File: src/rtl/crc32_pkg.sv
// crc32_pkg: shared CRC-32 constants, FSM state type and helpers for the generator/checker pair.
// Revision 1.0
`default_nettype none

package crc32_pkg;

  localparam logic [31:0] POLYNOM     = 32'h04C11DB7;
  localparam logic [31:0] CRC_INIT    = 32'hFFFFFFFF;
  localparam logic [31:0] CRC_RESIDUE = 32'h00000000;

  typedef enum logic [0:0] {
    IDLE     = 1'b0,
    IN_FRAME = 1'b1
  } fsm_state_t;

  // s_bytes encodes a full 4-byte beat as 0
  function automatic logic [2:0] bytes_decode(input logic [1:0] b);
    return (b == 2'd0) ? 3'd4 : {1'b0, b};
  endfunction

  function automatic logic [31:0] crc_byte(input logic [31:0] crc, input logic [7:0] d);
    logic [31:0] c;
    logic        fb;
    c = crc;
    for (int k = 7; k >= 0; k--) begin
      fb = c[31] ^ d[k];
      c  = {c[30:0], 1'b0} ^ (fb ? POLYNOM : 32'h0);
    end
    return c;
  endfunction

endpackage

`default_nettype wire

File: src/rtl/crc32_byte_step.sv
// crc32_byte_step: advances the CRC over the top nbytes (1..4) bytes of a 32-bit word, MSB first.
// Revision 1.0
`default_nettype none

module crc32_byte_step
  import crc32_pkg::*;
(
  input  logic [31:0] crc_in,
  input  logic [31:0] data,
  input  logic [2:0]  nbytes,
  output logic [31:0] crc_out
);

  always_comb begin
    crc_out = crc_in;
    for (int i = 0; i < 4; i++) begin
      if (3'(i) < nbytes) begin
        crc_out = crc_byte(crc_out, data[31-8*i -: 8]);
      end
    end
  end

endmodule

`default_nettype wire

File: config.mk
export PLATFORM = sky130hd
export DESIGN_NAME = crc32_byte_step
export DESIGN_NICKNAME = d
export VERILOG_FILES = /design/src/rtl/crc32_pkg.sv /design/src/rtl/crc32_byte_step.sv
export SDC_FILE = /design/constraint.sdc
export NUM_CORES = 1
export LEC_CHECK = 0
export BUFFER_PORTS_ARGS = -buffer_cell sky130_fd_sc_hd__buf_2
export CORE_ASPECT_RATIO = 1.2
export CORE_MARGIN = 5
export CORE_UTILIZATION = 55
export DETAILED_ROUTE_END_ITERATION = 10
export GPL_ROUTABILITY_DRIVEN = 0
export PLACE_DENSITY_LB_ADDON = 0.25
export SLEW_MARGIN = 20
export SYNTH_ARGS = -nofsm -noshare
export SYNTH_HDL_FRONTEND = slang
export SYNTH_SLANG_ARGS = --single-unit
File: constraint.sdc
create_clock -name vclk -period 6.9
set_input_delay 0.69 -clock vclk [all_inputs]
set_output_delay 0.69 -clock vclk [all_outputs]
set_load 0.02 [all_outputs]
# --- Word level (Yosys, flattened, before mapping) ---
# Cells that the tools add are included.
totals:
  reg_bits: 0
  elab_cells: 104
  inputBits: 67
  output_inout_bits: 32
classes:
  muxes: 36
  order_cmp: 4
  bitwise: 64
ops:
  columns: ["operator", "n"]
  rows:
  - ["$xor A32 B27 Y32", 32]
  - ["$mux W27", 32]
  - ["$mux W32", 4]
  - ["$xor A1 B1 Y1", 32]
  - ["$lt A1 B3 Y1 const A", 2]
  - ["$lt A2 B3 Y1 const A", 2]

# --- Logic depth before layout (Yosys ltp) ---
# Gate-level depths: netlist of the first run.
logic_depth:
  depth_word: 100
  depth_mapped: 17
  mapped_depth_nobuf: 15

# --- Worst setup path before layout of the first run ---
# OpenSTA, ideal clock, no wires.
synth_path:
  kind: "input to output"
  startpoint: "input data[27]"
  endpoint: "output crc_out[5]"
  stages: 16
  path_buffers: 1
  arrival_time_ps: 5151
  setup_slack_ps: 1059
  t_required_ps: 6210
  path_cell_list: "xnor2_2 > xor2_4 > xnor3_1 > o21a_1 > or3_1 > buf_4 > xnor3_1 > a21oi_2 > xnor3_2 > xnor3_1 > mux2i_4 > xor2_4 > xor2_4 > xor2_2 > xnor2_1 > mux2i_1"
synth_via:
  elab_chain_cells: 42
  elab_cells_between_ends: 68
  cone_classes: "mux (22); bitwise (46)"
synth_rtl:
  columns: ["item", "line", "text"]
  rows:
  - ["start, declared", "crc32_byte_step.sv:9", "input logic [31:0] data,"]
  - ["$xor A1 B1 Y1 (*)", "crc32_pkg.sv:26", "fb = c[31] ^ d[k];"]
  - ["$mux W27 (*)", "crc32_pkg.sv:27", "c = {c[30:0], 1'b0} ^ (fb ? POLYNOM : 32'h0);"]
  - ["$xor A32 B27 Y32 (*) (4 in series)", "crc32_pkg.sv:27", null]
  - ["$mux W32 (*)", "crc32_byte_step.sv:17", "if (3'(i) < nbytes) begin"]
  - ["$xor A32 B27 Y32 (2 in series)", "crc32_pkg.sv:27", null]
  - ["$xor A1 B1 Y1 / $xor A32 B27 Y32 (equally long branches)", "crc32_pkg.sv:26, crc32_pkg.sv:27", null]
  - ["$mux W27 / $xor A32 B27 Y32 (equally long branches)", "crc32_pkg.sv:27", null]
  - ["$xor A32 B27 Y32", "crc32_pkg.sv:27", null]
  - ["[... 20 more ...]", null, null]
  - ["$xor A32 B27 Y32 (3 in series)", "crc32_pkg.sv:27", null]
  - ["$xor A1 B1 Y1 / $xor A32 B27 Y32 (equally long branches)", "crc32_pkg.sv:26, crc32_pkg.sv:27", null]
  - ["$mux W27 / $xor A32 B27 Y32 (equally long branches)", "crc32_pkg.sv:27", null]
  - ["$xor A32 B27 Y32", "crc32_pkg.sv:27", null]
  - ["$xor A32 B27 Y32 / $xor A1 B1 Y1 (equally long branches)", "crc32_pkg.sv:27, crc32_pkg.sv:26", null]
  - ["$xor A32 B27 Y32 / $mux W27 (equally long branches)", "crc32_pkg.sv:27", null]
  - ["$xor A32 B27 Y32", "crc32_pkg.sv:27", null]
  - ["$mux W32 (*)", "crc32_byte_step.sv:17", null]
  - ["end, declared", "crc32_byte_step.sv:11", "output logic [31:0] crc_out"]
# Every way passes the cells marked *; elsewhere a longest branch is shown, timed or not.

# --- Worst setup path in the final report of the first run ---
layout_path:
  startpoint: "input crc_in[24]"
  endpoint: "output crc_out[26]"
layout_via:
  elab_chain_cells: 46
  elab_cells_between_ends: 62
  cone_classes: "mux (17); bitwise (45)"
layout_rtl:
  columns: ["item", "line", "text"]
  rows:
  - ["start, declared", "crc32_byte_step.sv:8", "input logic [31:0] crc_in,"]
  - ["$xor A32 B27 Y32 (7 in series)", "crc32_pkg.sv:27", null]
  - ["$xor A1 B1 Y1", "crc32_pkg.sv:26", null]
  - ["$mux W27", "crc32_pkg.sv:27", null]
  - ["$xor A32 B27 Y32", "crc32_pkg.sv:27", null]
  - ["$mux W32 (*)", "crc32_byte_step.sv:17", null]
  - ["$xor A32 B27 Y32 (5 in series)", "crc32_pkg.sv:27", null]
  - ["$xor A1 B1 Y1", "crc32_pkg.sv:26", null]
  - ["$mux W27", "crc32_pkg.sv:27", null]
  - ["[... 15 more ...]", null, null]
  - ["$xor A32 B27 Y32", "crc32_pkg.sv:27", null]
  - ["$xor A1 B1 Y1", "crc32_pkg.sv:26", null]
  - ["$mux W27", "crc32_pkg.sv:27", null]
  - ["$xor A32 B27 Y32 (6 in series)", "crc32_pkg.sv:27", null]
  - ["$xor A1 B1 Y1", "crc32_pkg.sv:26", null]
  - ["$mux W27", "crc32_pkg.sv:27", null]
  - ["$xor A32 B27 Y32", "crc32_pkg.sv:27", null]
  - ["$mux W32 (*)", "crc32_byte_step.sv:17", null]
# Marks and branches as above.

==> results of run 1 <==
[placed cells by master, fill, tap and decap left out, types with 2 or more instances in the layout]
| cell | synthesis | routed |
|---|---|---|
| sky130_fd_sc_hd__a211o_1 | 2 | 2 |
| sky130_fd_sc_hd__xnor2_4 | 7 | 7 |
| sky130_fd_sc_hd__xnor3_1 | 33 | 33 |
| sky130_fd_sc_hd__mux2_4 | 2 | 2 |
| sky130_fd_sc_hd__xor2_2 | 10 | 10 |
| sky130_fd_sc_hd__o21a_1 | 5 | 5 |
| sky130_fd_sc_hd__a21o_1 | 4 | 4 |
| sky130_fd_sc_hd__mux2i_4 | 6 | 6 |
| sky130_fd_sc_hd__inv_1 | 2 | 2 |
| sky130_fd_sc_hd__xnor2_1 | 153 | 153 |
| sky130_fd_sc_hd__and2_1 | 4 | 4 |
| sky130_fd_sc_hd__buf_2 | 3 | 99 |
| sky130_fd_sc_hd__mux2i_1 | 45 | 45 |
| sky130_fd_sc_hd__o211ai_1 | 2 | 2 |
| sky130_fd_sc_hd__xnor3_2 | 3 | 3 |
| sky130_fd_sc_hd__a21oi_1 | 34 | 34 |
| sky130_fd_sc_hd__mux2i_2 | 4 | 4 |
| sky130_fd_sc_hd__mux2_2 | 2 | 2 |
| sky130_fd_sc_hd__nor2_1 | 40 | 40 |
| sky130_fd_sc_hd__o21ai_0 | 35 | 35 |
| sky130_fd_sc_hd__a2111o_1 | 2 | 2 |
| sky130_fd_sc_hd__a211oi_1 | 2 | 2 |
| sky130_fd_sc_hd__xor2_1 | 58 | 58 |
| sky130_fd_sc_hd__xor3_1 | 5 | 5 |
| sky130_fd_sc_hd__xor2_4 | 8 | 8 |
| sky130_fd_sc_hd__nand2_1 | 42 | 42 |
| sky130_fd_sc_hd__or3_1 | 3 | 3 |
| sky130_fd_sc_hd__buf_4 | 3 | 21 |
| sky130_fd_sc_hd__and3_1 | 2 | 2 |
| sky130_fd_sc_hd__xnor2_2 | 9 | 9 |
| sky130_fd_sc_hd__nand3_1 | 3 | 3 |
| sky130_fd_sc_hd__a31oi_2 | 2 | 2 |
| sky130_fd_sc_hd__nor2b_1 | 6 | 6 |
[area by class of cell]
cell class         instances  area (sq um)  area share, %
multi-input cells        546          5240           86.5
repair buffers           120           653           10.8
well taps                123           154           2.54
inverters                  2          7.51          0.124
[metrics by stage]
stage          std cells  area [sq um]  hold WS (ns)  worst slack (ns)
2_1_floorplan        576          5360          1.74              1.06
5_1_grt              791          6050          2.06            0.0639
3_3_place_gp         791          6050          1.98             0.422
3_5_place_dp         791          6050          1.99             0.308
6_report             791          6050          1.99             0.303
4_1_cts              791          6050          2.00             0.310
[cells by family after synthesis]
group                     after synthesis
AOI/OAI and AO/OA                      95
xor gates and xnor gates              286
buffers and inverters                  30
muxes                                  59
and+or+nand+nor                       106
[synth_stat cells (4+ instances only)]
cell,count,share of area [%]
sky130_fd_sc_hd__xnor2_1,153,25
sky130_fd_sc_hd__xor2_1,58,9.5
sky130_fd_sc_hd__mux2i_1,45,8.4
sky130_fd_sc_hd__nand2_1,42,2.9
sky130_fd_sc_hd__nor2_1,40,2.8
sky130_fd_sc_hd__o21ai_0,35,3.3
sky130_fd_sc_hd__a21oi_1,34,3.2
sky130_fd_sc_hd__xnor3_1,33,14
sky130_fd_sc_hd__clkbuf_1,17,1.2
sky130_fd_sc_hd__xor2_2,10,3.0
sky130_fd_sc_hd__xnor2_2,9,2.7
sky130_fd_sc_hd__xor2_4,8,4.1
sky130_fd_sc_hd__xnor2_4,7,3.6
sky130_fd_sc_hd__mux2i_4,6,2.5
sky130_fd_sc_hd__nor2b_1,6,0.70
sky130_fd_sc_hd__buf_1,5,0.35
sky130_fd_sc_hd__o21a_1,5,0.70
sky130_fd_sc_hd__xor3_1,5,2.2
sky130_fd_sc_hd__a21o_1,4,0.56
sky130_fd_sc_hd__and2_1,4,0.47
sky130_fd_sc_hd__mux2i_2,4,1.0
[worst min-delay path: cells and delay by family]
kind / cells / cell delay, ns
AOI/OAI and AO/OA: 1 / 0.06
xor gates and xnor gates: 2 / 0.28
buffers and inverters: 2 / 0.27
[worst max-delay path by stage]
stage	startpoint	end	slack (ns)	cells after the start
after floorplan	data[27]	crc_out[5]	1.06	16
after global placement	crc_in[31]	crc_out[26]	0.42	17
after detailed placement	crc_in[24]	crc_out[26]	0.31	17
after CTS	crc_in[24]	crc_out[26]	0.31	17
after global routing	crc_in[30]	crc_out[4]	0.06	17
final	crc_in[24]	crc_out[26]	0.30	17
[metal layers]
layer | global-route usage, % | up-vias | share of wire, %
met5 | 0 | - | 0
met4 | 13.0 | 0 | 6.3
met1 | 28.6 | 2060 | 37
met2 | 47.3 | 174 | 51
met3 | 1.59 | 57 | 5.3
li1 | - | 2115 | -
==> results_dict.tcl, run 1 <==
set metrics [dict create \
    post_synth_mux_area_share_pct 12.9 \
    grt_max_degree 50 \
    timing.critical_path.slowest_cell_delay_ns 0.48 \
    critPathMaxFanout 8 \
    start_util_pct 56.3 \
    area_growth_syn_to_layout_pct 12.9 \
    detail_route.vias_per_cell 5.57 \
    floorplan.io_pins 99 \
    run_status "finished, final reports clean" \
    area.sequential_sq_um 0 \
    detail_route.wl_per_cell_microns 19.6 \
    grt_util_all_layers_pct 25.5 \
    cell_family_with_most_cp_delay "XOR/XNOR gates" \
    grt_overflow_total 0 \
    numSequentialCells 0 \
    syn-cell-area_sq_um 5360 \
    synth_compound_area_share_pct 10.9 \
    hp-start "data[4]" \
    synth_warnings 0 \
    final.min_clock_period_ns 6.60 \
    chipWidth_microns 100 \
    fin_tns_setup_ns 0 \
    routed_wirelength_mm 15.5 \
    cts_resized 0 \
    synth_top_family_by_area "XOR/XNOR gates" \
    synth_nets 643 \
    grt_pass1_vias 4507 \
    max_freq_ghz 0.152 \
    worst-setup-path-type "primary input to output port" \
    min_period_over_period_pct 95.6 \
    num_rows 39 \
    num-fill-cells 850 \
    post_layout_net_count 737 \
    grt_pass1_wl_mm 24.0 \
    die-height_microns 118 \
    maxCapViolations 0 \
    synthAdderAreaFrac_pct 0 \
    core_sq_um 9520 \
    setup_viol 0 \
    drt_iter0_markers 194 \
    hpwlAfterDp_mm 13.5 \
    worst-path-buf-inv 2 \
    synth-simple-area-share_pct 8.45 \
    grt_setup_unrepaired "false" \
    end_point_of_the_most_critical_hold_path "crc_out[30]" \
    ant_nets 0 \
    ys_types 47 \
    cp-start-kind "primary input" \
    clkbuf_count 0 \
    detail_route.drc_violations 0 \
    mean_syn_cell_area_sq_um 9.31 \
    maxSlewViolCount 0 \
    worstHoldPathCells 5 \
    path_cells "buf_2 > xnor2_1 > xnor2_2 > xnor2_1 > mux2i_1 > or3_1 > xnor3_1 > a21oi_2 > xnor3_2 > xnor3_1 > mux2i_4 > xor2_4 > xor2_4 > xnor2_1 > xnor2_1 > mux2i_1 > buf_2" \
    number_of_antenna_violations_at_the_first_check_in_global_routing 0 \
    worst_setup_path_end_kind "output port" \
    critPathRequiredTime_ns 6.21 \
    crit_path_frequent_cell "sky130_fd_sc_hd__xnor2_1" \
    post_synth_xor_area_fraction_pct 65.4 \
    drt_first_pass_iters 4 \
    postSynthCellCount 576 \
    route.vias.total 4406 \
    cts.repair_timing.setup_buffer_count 0 \
    finalCoreUtilization_pct 63.6 \
    placement.io_buffers 99 \
    max_slew_margin_pct 41.8 \
    floorplan.die_area_sq_um 11800 \
    max_slew.worst_pin.slew_ns 0.873 \
    worst_ep_arrival_time_ns 5.91 \
    worstHoldPathType "primary input to output port" \
    num_antenna_cells 0 \
    ys_seq_area_share_pct 0 \
    finalHoldViolCount 0 \
    critical-path-slowest-cell "sky130_fd_sc_hd__xnor2_1" \
    drive_above_1_share_pct 26.5 \
    cts.hold.buffers_added 0 \
]
Power of run 1 is not shown: default switching activity piles up to over one toggle a cycle in this logic, so the estimate is an artifact.
==> run 2: changes to the inputs <==
- CORE_UTILIZATION: 55 -> 60
- SETUP_SLACK_MARGIN: unset -> 0.4
==> results_dict.tcl, run 2 (synthesis gave the netlist of run 1 again) <==
set metrics [dict create \
    run_status "finished, final reports clean" \
    critPathRequiredTime_ns 6.21 \
    number_of_antenna_violations_at_the_first_check_in_global_routing 0 \
    critPathMaxFanout 9 \
    num_rows 37 \
    critical-path-slowest-cell "sky130_fd_sc_hd__xnor3_1" \
    die-height_microns 114 \
    worst_hold_slack_ns 2.01 \
    placed_cells_incl_taps 784 \
    numSequentialCells 0 \
    min_period_over_period_pct 93.8 \
    area_growth_syn_to_layout_pct 15.0 \
    route.vias.total 4466 \
    finalCoreUtilization_pct 71.2 \
    maxCapViolations 0 \
    layout.cells.most_common_list "sky130_fd_sc_hd__xnor2_1, sky130_fd_sc_hd__buf_2, sky130_fd_sc_hd__xor2_1, sky130_fd_sc_hd__mux2i_1, sky130_fd_sc_hd__nand2_1" \
    worst-setup-path-type "primary input to output port" \
    drive_above_1_share_pct 27.7 \
    placement.io_buffers 99 \
    crit_path_frequent_cell "sky130_fd_sc_hd__xnor2_4" \
    core_sq_um 8660 \
    drt_first_pass_iters 5 \
    timing.critical_path.slowest_cell_delay_ns 0.51 \
    num_antenna_cells 0 \
    critical_path.startpoint "crc_in[31]" \
    final.min_clock_period_ns 6.47 \
    worst_setup_path_end_kind "output port" \
    floorplan.die_area_sq_um 10900 \
    post_layout_net_count 748 \
    area.sequential_sq_um 0 \
    detail_route.vias_per_cell 5.61 \
    finalHoldViolCount 0 \
    grt_util_all_layers_pct 28.8 \
    start_util_pct 61.9 \
    hp-start "data[4]" \
    drt_iter0_markers 197 \
    max_slew_margin_pct 41.8 \
    grt_pass1_wl_mm 24.3 \
    grt_max_degree 51 \
    chipWidth_microns 96.3 \
    post_layout_nonfiller_instances 796 \
    hpwlAfterDp_mm 13.6 \
    max_slew.worst_pin.slew_ns 0.867 \
    grt_setup_unrepaired "true" \
    final_common_cell "sky130_fd_sc_hd__xnor2_1" \
    cp-start-kind "primary input" \
    detail_route.wl_per_cell_microns 19.8 \
    cts.hold.buffers_added 0 \
    grt_pass1_vias 4456 \
    max_freq_ghz 0.155 \
    path_cells "buf_2 > xnor2_4 > buf_12 > xnor2_4 > xnor3_2 > mux2i_4 > xnor2_4 > xnor3_1 > mux2_4 > xnor2_4 > xnor3_1 > mux2i_4 > xor2_4 > xor2_4 > xnor2_1 > xnor2_1 > mux2i_1 > buf_2" \
    fin_tns_setup_ns 0 \
    worstHoldPathType "primary input to output port" \
    clkbuf_count 0 \
    grt_overflow_total 0 \
    setup_viol 0 \
    ant_nets 0 \
    floorplan.io_pins 99 \
    detail_route.drc_violations 0 \
    routed_wirelength_mm 15.7 \
    maxSlewViolCount 0 \
    worst_ep_arrival_time_ns 5.78 \
]
run 2: changes by cell type in the layout (fill, tap and decap cells not counted), sizes merged:
cell  change
buf      +11
run 2: area by class of cell:
| class | count | area, sq um |
|---|---|---|
| multi-input cells | 546 | 5260 |
| fillers | 686 | 2490 |
| repair buffers | 131 | 748 |
| well taps | 117 | 146 |
| inverters | 2 | 7.51 |
run 2: critical path: cells and delay by family:
kind                      cells  cell delay, ns
muxes                         4            1.07
xor gates and xnor gates     11            3.49
buffers and inverters         3            0.50
run 2: metrics by stage:
stage / worst slack, ns / area, sq um
floorplan: 1.06 / 5360
global placement: 0.457 / 6040
detailed placement: 0.330 / 6040
CTS: 0.421 / 6070
global route: 0.324 / 6160
finish: 0.428 / 6160
run 2: metal layers:
layer | vias to the layer above | part of all wire (%) | global-route usage [%]
li1 | 2140 | - | -
met1 | 2082 | 38 | 33.2
met2 | 185 | 52 | 52.5
met3 | 59 | 4.5 | 1.58
met4 | 0 | 6.2 | 14.4
met5 | - | 0 | 0
run 2: worst paths after layout:
check / end / slack [ns] / cells after the start
min: crc_out[30] / 2.01 / 5
max: crc_out[26] / 0.43 / 18
run 2: timing repair:
action,CTS,global route
endpoints found under the hold margin,0,0
buffers inserted,3,9
endpoints found under the setup margin,2,16
gates cloned,0,0
pin swaps,1,4
gates resized for setup,0,3
Power of run 2 is left out for the same reason.
==> run 3: changes to the inputs <==
==> constraint.sdc (replaced) <==
create_clock -name vclk -period 6.9
set_input_delay 0.69 -clock vclk [all_inputs]
set_output_delay 0.69 -clock vclk [all_outputs]
set_load 0.01 [all_outputs]
==> results_dict.tcl, run 3 (synthesis gave the netlist of run 1 again) <==
set metrics [dict create \
    run_status "finished, final reports clean" \
    max_freq_ghz 0.157 \
    detail_route.vias_per_cell 5.73 \
    routed_wirelength_mm 15.5 \
    finalHoldViolCount 0 \
    final.min_clock_period_ns 6.35 \
    fin_tns_setup_ns 0 \
    timing.critical_path.slowest_cell_delay_ns 0.47 \
    worst_hold_slack_ns 1.99 \
    hpwlAfterDp_mm 13.6 \
    drt_first_pass_iters 5 \
    grt_setup_unrepaired "true" \
    area.sequential_sq_um 0 \
    drt_iter0_markers 203 \
    grt_max_degree 50 \
    cts.repair_timing.setup_buffer_count 0 \
    grt_util_all_layers_pct 28.1 \
    maxSlewViolCount 0 \
    drive_above_1_share_pct 26.6 \
    floorplan.die_area_sq_um 10900 \
    path_depth 17 \
    critPathRequiredTime_ns 6.21 \
    cell_family_with_most_cp_delay "XOR/XNOR gates" \
    path_cells "buf_2 > xnor2_4 > xor2_4 > xnor3_1 > o21a_1 > or3_1 > xnor3_1 > a21oi_4 > xnor3_2 > xnor3_1 > mux2i_4 > xor2_4 > xor2_4 > xor2_2 > xor2_1 > mux2i_1 > buf_2" \
    worstHoldPathType "primary input to output port" \
    cp-start-kind "primary input" \
    worst_setup_path_end_kind "output port" \
    worst-setup-path-type "primary input to output port" \
    min_period_over_period_pct 92.0 \
    num-fill-cells 707 \
    start_util_pct 61.9 \
    worst_ep_arrival_time_ns 5.66 \
    cts.hold.buffers_added 0 \
    detail_route.drc_violations 0 \
    critPathMaxFanout 7 \
    post_layout_net_count 735 \
    max_slew.worst_pin.slew_ns 0.931 \
    grt_pass1_vias 4707 \
    die-height_microns 114 \
    grt_overflow_total 0 \
    setup_viol 0 \
    post_layout_nonfiller_instances 783 \
    ant_nets 0 \
    number_of_antenna_violations_at_the_first_check_in_global_routing 0 \
    chipWidth_microns 96.3 \
    placed_cells_incl_taps 783 \
    worstHoldPathCells 5 \
    numSequentialCells 0 \
    grt_pass1_wl_mm 23.8 \
    maxCapViolations 0 \
    num_rows 37 \
    detail_route.wl_per_cell_microns 19.8 \
    final_common_cell "sky130_fd_sc_hd__xnor2_1" \
    area_growth_syn_to_layout_pct 13.5 \
    clkbuf_count 0 \
    worst-path-buf-inv 2 \
    num_antenna_cells 0 \
    core_sq_um 8660 \
    max_slew_margin_pct 37.5 \
    placement.io_buffers 99 \
    layout.cells.most_common_list "sky130_fd_sc_hd__xnor2_1, sky130_fd_sc_hd__buf_2, sky130_fd_sc_hd__xor2_1, sky130_fd_sc_hd__mux2i_1, sky130_fd_sc_hd__nand2_1" \
    critical-path-slowest-cell "sky130_fd_sc_hd__or3_1" \
    route.vias.total 4486 \
    floorplan.io_pins 99 \
]
==> run 3: cell types whose count changed in the layout (fill, tap and decap cells not counted) <==
cell                      previous run  this run
sky130_fd_sc_hd__a31oi_1             1         0
sky130_fd_sc_hd__a21oi_2             1         0
sky130_fd_sc_hd__xnor2_4             9        10
sky130_fd_sc_hd__buf_12              1         0
sky130_fd_sc_hd__a31oi_2             2         3
sky130_fd_sc_hd__a21oi_4             0         1
sky130_fd_sc_hd__buf_4              31        19
sky130_fd_sc_hd__xnor2_1           153       152
==> run 3: worst paths after layout <==
check	end	start	slack [ns]
worst max-delay path	crc_out[2]	crc_in[27]	0.55
worst min-delay path	crc_out[30]	data[4]	1.99
==> run 3: per-stage QoR <==
step                      util [%]  setup WS [ns]  cell area, sq um
after floorplan                  -           1.21              5360
after global placement        69.6          0.463              6030
after detailed placement      69.6          0.363              6030
after CTS                     69.8          0.420              6040
after global routing          70.3          0.344              6080
final                         70.3          0.549              6080
==> run 3: area by class of cell <==
cell class | count | area, sq um | share of cell area (%)
Tap cell | 117 | 146 | 2.41
Multi-Input combinational cell | 546 | 5290 | 87.0
Timing Repair Buffer | 118 | 638 | 10.5
Inverter | 2 | 7.51 | 0.123
==> run 3: layer usage <==
metal	track usage, %	part of all wire [%]
met1	30.4	36
met4	16.4	7.1
met3	2.04	5.3
met2	52.1	51
met5	0	0
==> run 3: timing repair <==
item,CTS,global route
pin swaps,0,0
endpoints found under the setup margin,1,12
gates resized for setup,1,6
endpoints found under the hold margin,0,0
Power of run 3 is left out for the same reason.
